`src/rtl/dot_accum.sv`:
```
`default_nettype none
// ============================================================================
//  Module      : dot_accum
//  Description : Sums every LEN consecutive 16-bit products from the 8x8
//                multiplier into one ACC_W-bit dot-product result. Completed
//                results are queued in a first-word-fall-through FIFO and
//                delivered over a valid/ready handshake.
//
//  Parameters  : LEN    products per dot product (>= 1)
//                ACC_W  accumulator / result width (>= 16 + clog2(LEN))
//                DEPTH  result FIFO entries (power of two, >= 2)
//
//  Ports       : clk        clock, rising edge
//                rst        synchronous active-high reset
//                in_valid   product valid (multiplier done)
//                in_data    16-bit unsigned product (multiplier y)
//                in_ready   block can accept a product this cycle
//                clear      abort the partial sum in progress
//                out_valid  FIFO head holds a result
//                out_ready  consumer takes the head this cycle
//                out_data   FIFO head result (zero when empty)
//                drop_err   sticky: a product arrived while in_ready was low
//
//  Revision    : 1.0  initial release
// ============================================================================
module dot_accum #(
    parameter int LEN   = 8,
    parameter int ACC_W = 32,
    parameter int DEPTH = 4
) (
    input  logic             clk,
    input  logic             rst,
    input  logic             in_valid,
    input  logic [15:0]      in_data,
    output logic             in_ready,
    input  logic             clear,
    output logic             out_valid,
    input  logic             out_ready,
    output logic [ACC_W-1:0] out_data,
    output logic             drop_err
);

    localparam int c_PTR_W = (DEPTH > 1) ? $clog2(DEPTH) : 1;
    localparam int c_CNT_W = (LEN > 1) ? $clog2(LEN) : 1;
    localparam logic [c_CNT_W-1:0] c_CNT_LAST = c_CNT_W'(LEN - 1);
    localparam logic [c_PTR_W:0]   c_OCC_FULL = (c_PTR_W + 1)'(DEPTH);

    // Accumulator state
    logic [ACC_W-1:0]   r_acc;
    logic [c_CNT_W-1:0] r_cnt;

    // Result FIFO state
    logic [ACC_W-1:0]   r_mem [DEPTH];
    logic [c_PTR_W-1:0] r_wptr;
    logic [c_PTR_W-1:0] r_rptr;
    logic [c_PTR_W:0]   r_occ;
    logic               r_drop;

    logic               w_full;
    logic               w_accept;
    logic               w_last;
    logic               w_push;
    logic               w_pop;
    logic [ACC_W-1:0]   w_sum;

    // in_ready comes only from registered occupancy, so there is no
    // combinational path from out_ready back to the upstream sequencer.
    assign w_full    = (r_occ == c_OCC_FULL);
    assign in_ready  = ~w_full;

    // clear takes priority over an accept: the product is silently discarded.
    assign w_accept  = in_valid & ~w_full & ~clear;
    assign w_last    = (r_cnt == c_CNT_LAST);
    assign w_push    = w_accept & w_last;
    assign w_pop     = out_valid & out_ready;
    assign w_sum     = r_acc + ACC_W'(in_data);

    assign out_valid = (r_occ != '0);
    assign out_data  = out_valid ? r_mem[r_rptr] : '0;
    assign drop_err  = r_drop;

    // Partial-sum accumulator and product counter
    always_ff @(posedge clk) begin
        if (rst) begin
            r_acc <= '0;
            r_cnt <= '0;
        end else if (clear) begin
            r_acc <= '0;
            r_cnt <= '0;
        end else if (w_accept) begin
            if (w_last) begin
                r_acc <= '0;
                r_cnt <= '0;
            end else begin
                r_acc <= w_sum;
                r_cnt <= r_cnt + c_CNT_W'(1);
            end
        end
    end

    // FIFO storage; contents need no reset because occupancy gates the read.
    always_ff @(posedge clk) begin
        if (!rst && w_push) begin
            r_mem[r_wptr] <= w_sum;
        end
    end

    // FIFO pointers and occupancy; pointers wrap naturally at DEPTH.
    always_ff @(posedge clk) begin
        if (rst) begin
            r_wptr <= '0;
            r_rptr <= '0;
            r_occ  <= '0;
        end else begin
            if (w_push) begin
                r_wptr <= r_wptr + c_PTR_W'(1);
            end
            if (w_pop) begin
                r_rptr <= r_rptr + c_PTR_W'(1);
            end
            case ({w_push, w_pop})
                2'b10:   r_occ <= r_occ + (c_PTR_W + 1)'(1);
                2'b01:   r_occ <= r_occ - (c_PTR_W + 1)'(1);
                default: r_occ <= r_occ;
            endcase
        end
    end

    // Sticky drop flag: any product offered while full is lost, even if a
    // clear arrives in the same cycle.
    always_ff @(posedge clk) begin
        if (rst) begin
            r_drop <= 1'b0;
        end else if (in_valid && w_full) begin
            r_drop <= 1'b1;
        end
    end

endmodule
`default_nettype wire

```
`config.mk`:
```
export PLATFORM = sky130hd
export DESIGN_NAME = dot_accum
export DESIGN_NICKNAME = d
export VERILOG_FILES = /design/src/rtl/dot_accum.sv
export SDC_FILE = /design/constraint.sdc
export NUM_CORES = 1
export LEC_CHECK = 0
export ABC_AREA = 1
export CAP_MARGIN = 30
export CORE_MARGIN = 5
export CORE_UTILIZATION = 50
export CTS_CLUSTER_DIAMETER = 120
export DETAILED_ROUTE_END_ITERATION = 10
export MAX_ROUTING_LAYER = met4
export PLACE_DENSITY = 0.76
export SLEW_MARGIN = 10
export SYNTH_ARGS = -nofsm -noshare
export SYNTH_HDL_FRONTEND = slang
export SYNTH_SLANG_ARGS = --single-unit
```
`constraint.sdc`:
```
create_clock -name clk -period 6.2 [get_ports clk]
set_input_delay 1.86 -clock clk [delete_from_list [all_inputs] [get_ports clk]]
set_output_delay 1.86 -clock clk [all_outputs]
set_load 0.005 [all_outputs]
```
# == Word level (Yosys, flattened, before mapping) ==
# Memory sizes are Yosys's and may differ from the RTL's. A register that Yosys moved wholly into a read port is not among the register bits.
# Index checks and enable logic that the tools add are counted.
# classes
mux,8
n_addsub,6
eq_ne,4
n_bitwise,6
n_reduce_logical,6
# op_table
op,count
two-way mux 32 bit,2
adder 32 x 16 -> 32 bit,1
"adder 3 x 1 -> 3 bit, second input constant",2
"== test 3 bit, second input constant",2
one-hot mux 3 bit (2 select lines),1
"adder 2 x 1 -> 2 bit, second input constant",2
AND 1 bit,4
two-way mux 2 bit,2
two-way mux 3 bit,1
nonzero test 3 bit,1
"subtractor 3 x 1 -> 3 bit, second input constant",1
"== test 2 x 1 -> 1 bit, second input constant",1
"== test 2 bit, second input constant",1
logical AND 1 bit,2
two-way mux 1 bit,2
inverter 1 bit,2
nonzero test 2 bit,1
OR reduction 2 bit,1
zero test 1 bit,1
# word_totals
elab_cells,37
output_inout_bits,35
inputBits,21
reg_bits,43
n_memories,1
ram_bits,128
# mem_list
memory,depth,width,rd,rd_ports_with_merged_regs,write_ports,line,source
r_mem,4,32,1,1,1,53,logic [ACC_W-1:0] r_mem [DEPTH];

# == Depth between registers and ports, before layout ==
# logic_depth
ltp_word,8
depth_mapped,13
ltp_nobuf,13

# == Worst setup path after synthesis ==
# OpenSTA, ideal clock, no wires.
# synth_timing
path_type,input -> register
start,in clear
end,"mem r_mem[0][0], enable pin"
n_path_buf,0
arrival_time_ns,3.705
path_stages,5
setup_time_ns,0.421
slack_ns,2.074
path_cell_list,inv_1 -> nand3_2 -> nor2_1 -> nand2_1 -> nor2_1
# synth_via
elab_chain_cells,6
# synth_rtl
item,line,source
"start, declared",36,"input logic clear,"
inverter 1 bit,72,assign w_accept = in_valid & ~w_full & ~clear;
AND 1 bit,72,
AND 1 bit,74,assign w_push = w_accept & w_last;
logical AND 1 bit,103,if (!rst && w_push) begin
two-way mux 1 bit,103,
two-way mux 1 bit (not written as such),104,r_mem[r_wptr] <= w_sum;
"end, declared",53,
# No other way between the ends.

==> results.cfg <==
[logic_synthesis]
synth_cell_types = 32
synth-edff-count = 128
syn_area_per_cell_um2 = 8.86
ys_warn_count = 0
ys_seq_area_share_pct = 56.6
syn_nets = 993
syn_inst = 947
syn_area_um2 = 8390
yosys-top-cells-count = nand2_1 (205), nor2_1 (163), edfxtp_1 (128), inv_1 (85), a21oi_1 (81)
yosysMostFrequentCell = nand2_1
synth_top_area_share_pct = 45.8
yosys.area.top_type = edfxtp_1
synthArstFlopShare_pct = 0
ys_ff_latch = 173
synthFlopType = edfxtp_1
synth_area_leaders = edfxtp_1 (46%), dfxtp_1 (11%), nand2_1 (9.2%)

[timing]
max_freq_ghz = 0.225
relSlewSlack_pct = 43.6
rsz0062_at_grt = false
maxSlewViolCount = 0
fin_tns_setup_ns = 0
finalHoldWorstSlack_ns = 0.472
worst_pin_slew_ns = 0.844
fin_crit_sh_pct = 71.6
fin_skew_ns = 0.0118
hold_viol = 0
setup_viol_count_final = 0
post-route-min-period_ns = 4.44

[placed_design]
dp_hpwl_mm = 12.9
dpl-instance-area_um2 = 9210
place_congestion = 0.935
place.port_buffers = 55

[setup_path]
cp.required_ns = 4.34
critPathArrivalTime_ns = 2.58
r2r_cells = 11
cp-end-kind = output pin
cp_max_fo = 44
cp-start-kind = flop
path_class = flop to output pin

[routing]
via_per_inst = 5.22
first_pass_iters = 5
drcViolationCount = 0
wl_per_cell_um = 15.3
vias = 6430
detail-route-antenna-nets = 0
drt-initial-drc-count = 562
drt_wl_total_mm = 18.9

[global_routing]
antenna_found_initial = 0
track_usage_pct = 20.1
grt_max_degree = 65
grt-ovfl-total = 0
grt_pass1_wl_mm = 29.9
grt_pass1_vias = 6029

[worst_hold_path]
hold-path-cell-count = 2
hold_class = flop to flop

[final_layout]
diodes = 0
areaGrowthSynthToFinish_pct = 16.7
design_area_um2 = 9790
drive_gt1_share_pct = 6.62
fill_cells = 1397
nNetsFinal = 1045
finish.utilization_pct = 59.3

[floorplanning]
io_pins = 56
die-area_um2 = 19500
start_util_pct = 50.8
die_h_um = 140
core_um2 = 16500
die_x_um = 140
num_rows = 47

[clock_tree]
cts_tree = built
post_cts_buffers = 0
holdBufCountCts = 0
cts_resized = 0
cts_max_level = 4
numCtsBuffers = 17
cts_root_buf = clkbuf_16
cts.clk_slew.worst_paths_ns = 0.07
clk_latency_ns = 0.43
cts.sinks = 173
cts_max_path_buffers = 2

[power_and_ir_drop]
p_total_mw = 2.39
irDropWorstVdd_mv = 0.197
p_per_area_nw_per_um2 = 244
leakage_nw = 3.75

[outcome]
status = completed

[run]
maxCapViolations = 0
-- registers in the layout, summed over array words and instances (netlist names), named ones only --
signal    flops
drop_err      1
r_acc        32
r_cnt         3
r_mem       128
r_occ         3
r_rptr        2
r_wptr        2
-- where the power goes --
| part | internal, mW | switching (mW) | total [mW] |
|---|---|---|---|
| Combinational | 0.0337 | 0.0695 | 0.103 |
| Sequential | 1.24 | 0.00214 | 1.25 |
| Clock | 0.568 | 0.469 | 1.04 |
| Total | 1.85 | 0.540 | 2.39 |
-- critical path, cell delays in order (launching register included) --
cell and delay (ns):
dfxtp_2 0.33, clkinv_1 0.46, buf_4 0.48, o21ai_0 0.24
a21oi_1 0.15, clkdlybuf4s50_1 0.47
-- area by class of cell --
type / instances / area (um2) / area share, %
sequential: 173 / 4750 / 48.5
multi-input combinational: 653 / 3190 / 32.6
timing repair buffer: 65 / 666 / 6.80
clock buffer: 17 / 425 / 4.34
inverter: 89 / 334 / 3.41
tap: 220 / 275 / 2.81
clock inverter: 15 / 155 / 1.58
-- per-layer routing --
layer	part of all wire (%)	GRT usage, %
met3	5.8	3.43
met2	48	32.2
met1	44	25.8
met5	0	-
met4	1.6	7.26
-- cell families after synthesis --
logic type	share of synthesized area [%]
simple gates	22.7
flops	56.6
compound gates	9.79
buf+inv	5.59
fa+ha+maj	3.91
xor+xnor	1.46
-- stage by stage --
step                setup WS [ns]  cells
floorplan                    2.07    947
global placement             1.72   1198
detailed placement           1.61   1200
CTS                          1.71   1232
global route                 1.57   1232
finish                       1.76   1232
-- cell usage in the layout, fill, tap and decap left out, drive strengths merged, types with 2 or more instances in the layout --
cell	n
and2	12
nand2	211
buf	10
clkbuf	17
xor2	14
dfxtp	45
nor2	165
clkdlybuf4s50	55
or2	4
ha	23
edfxtp	128
o21ai	73
nand3	44
a21oi	83
clkinv	8
nand4	4
fa	2
inv	94
o21bai	2
nand3b	4
nor3	9
-- worst paths after layout --
path / start / endpoint / slack [ns]
min: r_cnt[2] / r_cnt[2] / 0.47
max reg2reg: r_occ[1] / r_occ[1] / 3.33
max: flop / out_data[16] / 1.76
min reg2reg: r_cnt[2] / r_cnt[2] / 0.47
Note: power is estimated with default switching activity, not from simulation.
==> patch 1: new RTL, same settings <==
Set the parameter `LEN` to 4 (it was 8).
--- a/src/rtl/dot_accum.sv
+++ b/src/rtl/dot_accum.sv
@@ -26,3 +26,3 @@
 module dot_accum #(
-    parameter int LEN   = 8,
+    parameter int LEN   = 4,
     parameter int ACC_W = 32,
Behaviour: not the same (a bounded check fails within 10 cycles, from zero or initial values and one cycle with rst high).
==> patch 1 against the unedited design <==
  * Sequential share of layout area down 0.099 points
  * Total power is 0.26% lower
  * Routed wire length barely moved
  * Area after synthesis is 0.48% lower
  * Design area decreased by 0.22%
  * Worst setup slack lost 0.084 ns
  * Critical endpoint is now out_data[11]
  * Critical path type unchanged
  * Sequential cell count fell by 1
  * Largest cell class unchanged
==> patch 1: results (changes against the unedited design) <==
Yosys
  – Post-Synth XOR/XNOR Area: 1.56% (+0.097 points)
  – Mapped Avg Cell Area: 8.92 sq um (+0.69%)
  – Post-synthesis compound-gate area fraction: 9.77% (-0.013 points)
  – Synth cell types: 35 (+9.4%)
  – Post-synth top cells: 195 x nand2_1, 164 x nor2_1, 128 x edfxtp_1
  – Register area share after synthesis: 56.6% (about the same)
  – Synth Area in Adders: 3.78% (-0.13 points)
  – Synthesized Nets: 981 (-1.2%)

Critical path
  – CP peak stage delay: 0.55 ns (+0.07 ns)
  – R2r startpoint: r_occ[0]$_SDFFE_PP0P_
  – Worst r2r path cells: 13 (+2)
  – Worst Path Arrival: 2.66 ns (+0.08 ns)
  – CP max-delay cell: clkdlybuf4s50_1
  – Reg-to-reg slack, setup: 3.68 ns (+0.35 ns)
  – Worst flop-to-flop path endpoint: r_occ[2]$_SDFFE_PP0P_

Placement
  – Cell area after placement: 9200 sq um (-0.18%)
  – Post-DP HPWL: 12600 microns (-2.5%)
  – Setup slack after placement: 1.94 ns (+0.326 ns)
  – GP Congestion: 0.906 (-3.1%)

Drt
  – Vias: 6399 (-0.48%)
  – Vias per cell: 5.24 (+0.33%)
  – Drt pass-1 iters: 6 (+1)

Min path
  – Hold path endpoint: drop_err$_SDFFE_PP0P_
  – Hold_sp: drop_err$_SDFFE_PP0P_

Clock network
  – Post-cts resize count: 0 (unchanged)

Global route
  – Number of global-route vias before repair: 6133 (+1.7%)
  – Gr usage total: 20.5% (+0.43 points)
  – Global-route wire length before repair: 30900 microns (+3.6%)

Pwr
  – Pleak: 3.84 nW (+2.3%)
  – Peak VDD IR: 198 uV (+0.58%)

Layout
  – Layout cells sized above 1: 7.98% (+1.4 points)
  – FILL cells: 1363 (-2.4%)
  – Nets: 1034 (-1.1%)
  – Largest regs: r_mem (128), r_acc (32), r_occ (3)

Run status
  – Status: complete, no violations

Timing
  – Worst clock skew: 0.00850 ns (-0.00335 ns)
  – Slew @ Worst Pin: 0.851 ns (+0.00704 ns)
## patch 1: cell count changes in the layout (fill, tap and decap cells not counted), sizes merged, moves of 2 or more
cell / unedited run / this run
nand3b: 4 / 2
nand2: 211 / 207
nand3: 44 / 39
inv: 94 / 89
clkinv: 8 / 10
or2: 4 / 6
## patch 1: layer usage
layer	track usage (%)	up-vias	part of all wire [%]
met3	4.49	22	5.6
met5	-	-	0
li1	-	3193	-
met1	26.5	2998	45
met2	32.7	186	47
met4	6.28	0	1.5
## patch 1: per-stage QoR
step                hold WS (ns)  util [%]
floorplan                  0.436         -
global placement           0.443      55.5
detailed placement         0.445      55.8
CTS                        0.457      59.3
global route               0.484      59.3
finish                     0.454      59.3
## patch 1: worst max path at each step
stage | slack (ns) | end
detailed placement | 1.94 | r_acc[14]$_SDFFE_PP0P_
CTS | 1.70 | out_data[11]
global placement | 1.97 | r_acc[14]$_SDFFE_PP0P_
floorplan | 2.09 | r_mem[0][0]$_DFFE_PP_
global route | 1.53 | out_data[0]
finish | 1.68 | out_data[11]
## patch 1: power breakdown
group / leakage (nW) / internal, mW / total, mW / switching, mW
sequential: 1.60 / 1.24 / 1.24 / 0.00192
clock: 0.280 / 0.594 / 1.03 / 0.441
combinational: 1.96 / 0.0350 / 0.105 / 0.0696
## patch 1: area by class of cell
type	instances	area share (%)
Inverter	88	3.38
Tap cell	220	2.82
Clock buffer	18	4.39
Sequential cell	172	48.4
Multi-Input combinational cell	644	32.5
Timing Repair Buffer	66	7.02
Clock inverter	14	1.50
==> patch 2: new RTL, same settings <==
Made on the original files. Make the reset (`rst`) asynchronous in 3 clocked blocks. Comments in the files are not updated.
--- a/src/rtl/dot_accum.sv
+++ b/src/rtl/dot_accum.sv
@@ -82,3 +82,3 @@
     // Partial-sum accumulator and product counter
-    always_ff @(posedge clk) begin
+    always_ff @(posedge clk or posedge rst) begin
         if (rst) begin
@@ -108,3 +108,3 @@
     // FIFO pointers and occupancy; pointers wrap naturally at DEPTH.
-    always_ff @(posedge clk) begin
+    always_ff @(posedge clk or posedge rst) begin
         if (rst) begin
@@ -130,3 +130,3 @@
     // clear arrives in the same cycle.
-    always_ff @(posedge clk) begin
+    always_ff @(posedge clk or posedge rst) begin
         if (rst) begin
Formal check against the unedited RTL: not equivalent (a bounded check fails within 10 cycles, from zero or initial values and one cycle with rst high; the reset may be asserted at any time).
==> patch 2 against the unedited design <==
  * Routed wire length is 1.1% higher
  * Register-to-register slack better by 0.50 ns
  * Non-clock buffer count stayed put
  * Design area is 0.40% higher
  * Worst setup slack worse by 0.14 ns
  * Area after synthesis is 0.61% higher
  * Cell count is 2.8% lower
  * Sequential cell count is 2 lower
  * Largest cell class unchanged
  * Highest routed layer unchanged
Power is not compared: it rests on default switching activity, and its combinational part moved more than twofold at a synthesized area within 25%.
==> patch 2: results (changes against the unedited design) <==
Run status
  – Status: complete, no violations

Drt
  – Avg WL per Cell: 15.9 microns (+4.0%)
  – WL final: 19100 microns (+1.1%)
  – Metal2 WL: 9060 microns (-0.76%)
  – WL met1: 8490 microns (+2.1%)
  – Vias per cell: 5.25 (+0.57%)

Global route
  – Grt met1 use: 28.1% (+2.3 points)
  – Gr usage total: 21.0% (+0.92 points)
  – GR Util met2: 32.5% (+0.30 points)
  – Number of global-route vias before repair: 6224 (+3.2%)
  – Largest net degree at the start of global routing: 66 (+1.5%)
  – Global-route wire length before repair: 31800 microns (+6.4%)
  – M3 GR Usage: 4.12% (+0.69 points)

Critical path
  – CP Max Fanout: 34 (-23%)
  – CP peak stage delay: 0.54 ns (+0.06 ns)

Yosys
  – Cells after synthesis: 911 (-3.8%)
  – Top post-synthesis cells by area: edfxtp_1 46%, dfrtp_1 13%, nand2_1 8.7%
  – Synthesized Nets: 957 (-3.6%)
  – Synth cell types: 34 (+6.3%)
  – Register area share after synthesis: 58.3% (+1.7 points)

Placement
  – Placed Instances: 1165 (-2.9%)
  – GP Congestion: 0.937 (+0.19%)

Layout
  – Area delta synth->final: 16.5%
  – Layout cells sized above 1: 7.16% (+0.54 points)
  – FILL cells: 1394 (-0.21%)
  – Fraction of area in multi-input gates: 31.0% (-1.6 points)
  – Clk tree area frac: 5.85% (-0.074 points)
  – Sequential cell area share: 50.1% (+1.6 points)

Timing
  – Worst clock skew: 0.00632 ns (-0.00552 ns)
patch 2: cell count changes after synthesis, moves of 6 or more:
cell     unedited run  this run
a21oi_1            81        43
a22o_1              0         7
dfrtp_1             0        43
dfxtp_1            45         0
inv_2               2        11
nand2_1           205       196
o21ai_0            73        67
o21ai_1             0        13
xnor2_1             0         6
patch 2: cell families (layout without fill, tap and decap cells):
family                   count (synthesis)  count (layout)  synth area share (%)
AND/OR/NAND/NOR                        442             442                  22.1
flip-flops                             171             171                  58.3
AO/OA/AOI/OAI                          132             132                  8.20
buffers and inverters                  124             191                  5.80
adder cells (fa/ha/maj)                 25              25                  3.88
XOR/XNOR                                17              17                  1.76
patch 2: final timing paths:
check / from / to / slack, ns / depth (start not counted)
setup / recovery: r_rptr[1]$_DFFE_PP0P_ / out_data[16] / 1.62 / 7
hold / removal: r_acc[15]$_DFFE_PP0P_ / r_acc[15]$_DFFE_PP0P_ / 0.49 / 2
setup reg to reg: r_occ[0]$_DFFE_PP0P_ / r_mem[1][27]$_DFFE_PP_ / 3.83 / 7
hold reg to reg: r_acc[15]$_DFFE_PP0P_ / r_acc[15]$_DFFE_PP0P_ / 0.49 / 2
max in group asynchronous: rst / r_rptr[0]$_DFFE_PP0P_ / 3.87 / 3
min in group asynchronous: rst / r_acc[7]$_DFFE_PP0P_ / 1.91 / 3
patch 2: power groups by stage:
| stage | clock network (mW) | registers (mW) | logic, mW |
|---|---|---|---|
| after floorplan | 0 | 1.42 | 0.925 |
| after global placement | 0 | 1.43 | 1.55 |
| after detailed placement | 0 | 1.43 | 1.61 |
| after CTS | 1.05 | 1.41 | 1.62 |
| final | 1.03 | 1.41 | 1.62 |
| after global routing | 1.09 | 1.42 | 1.80 |
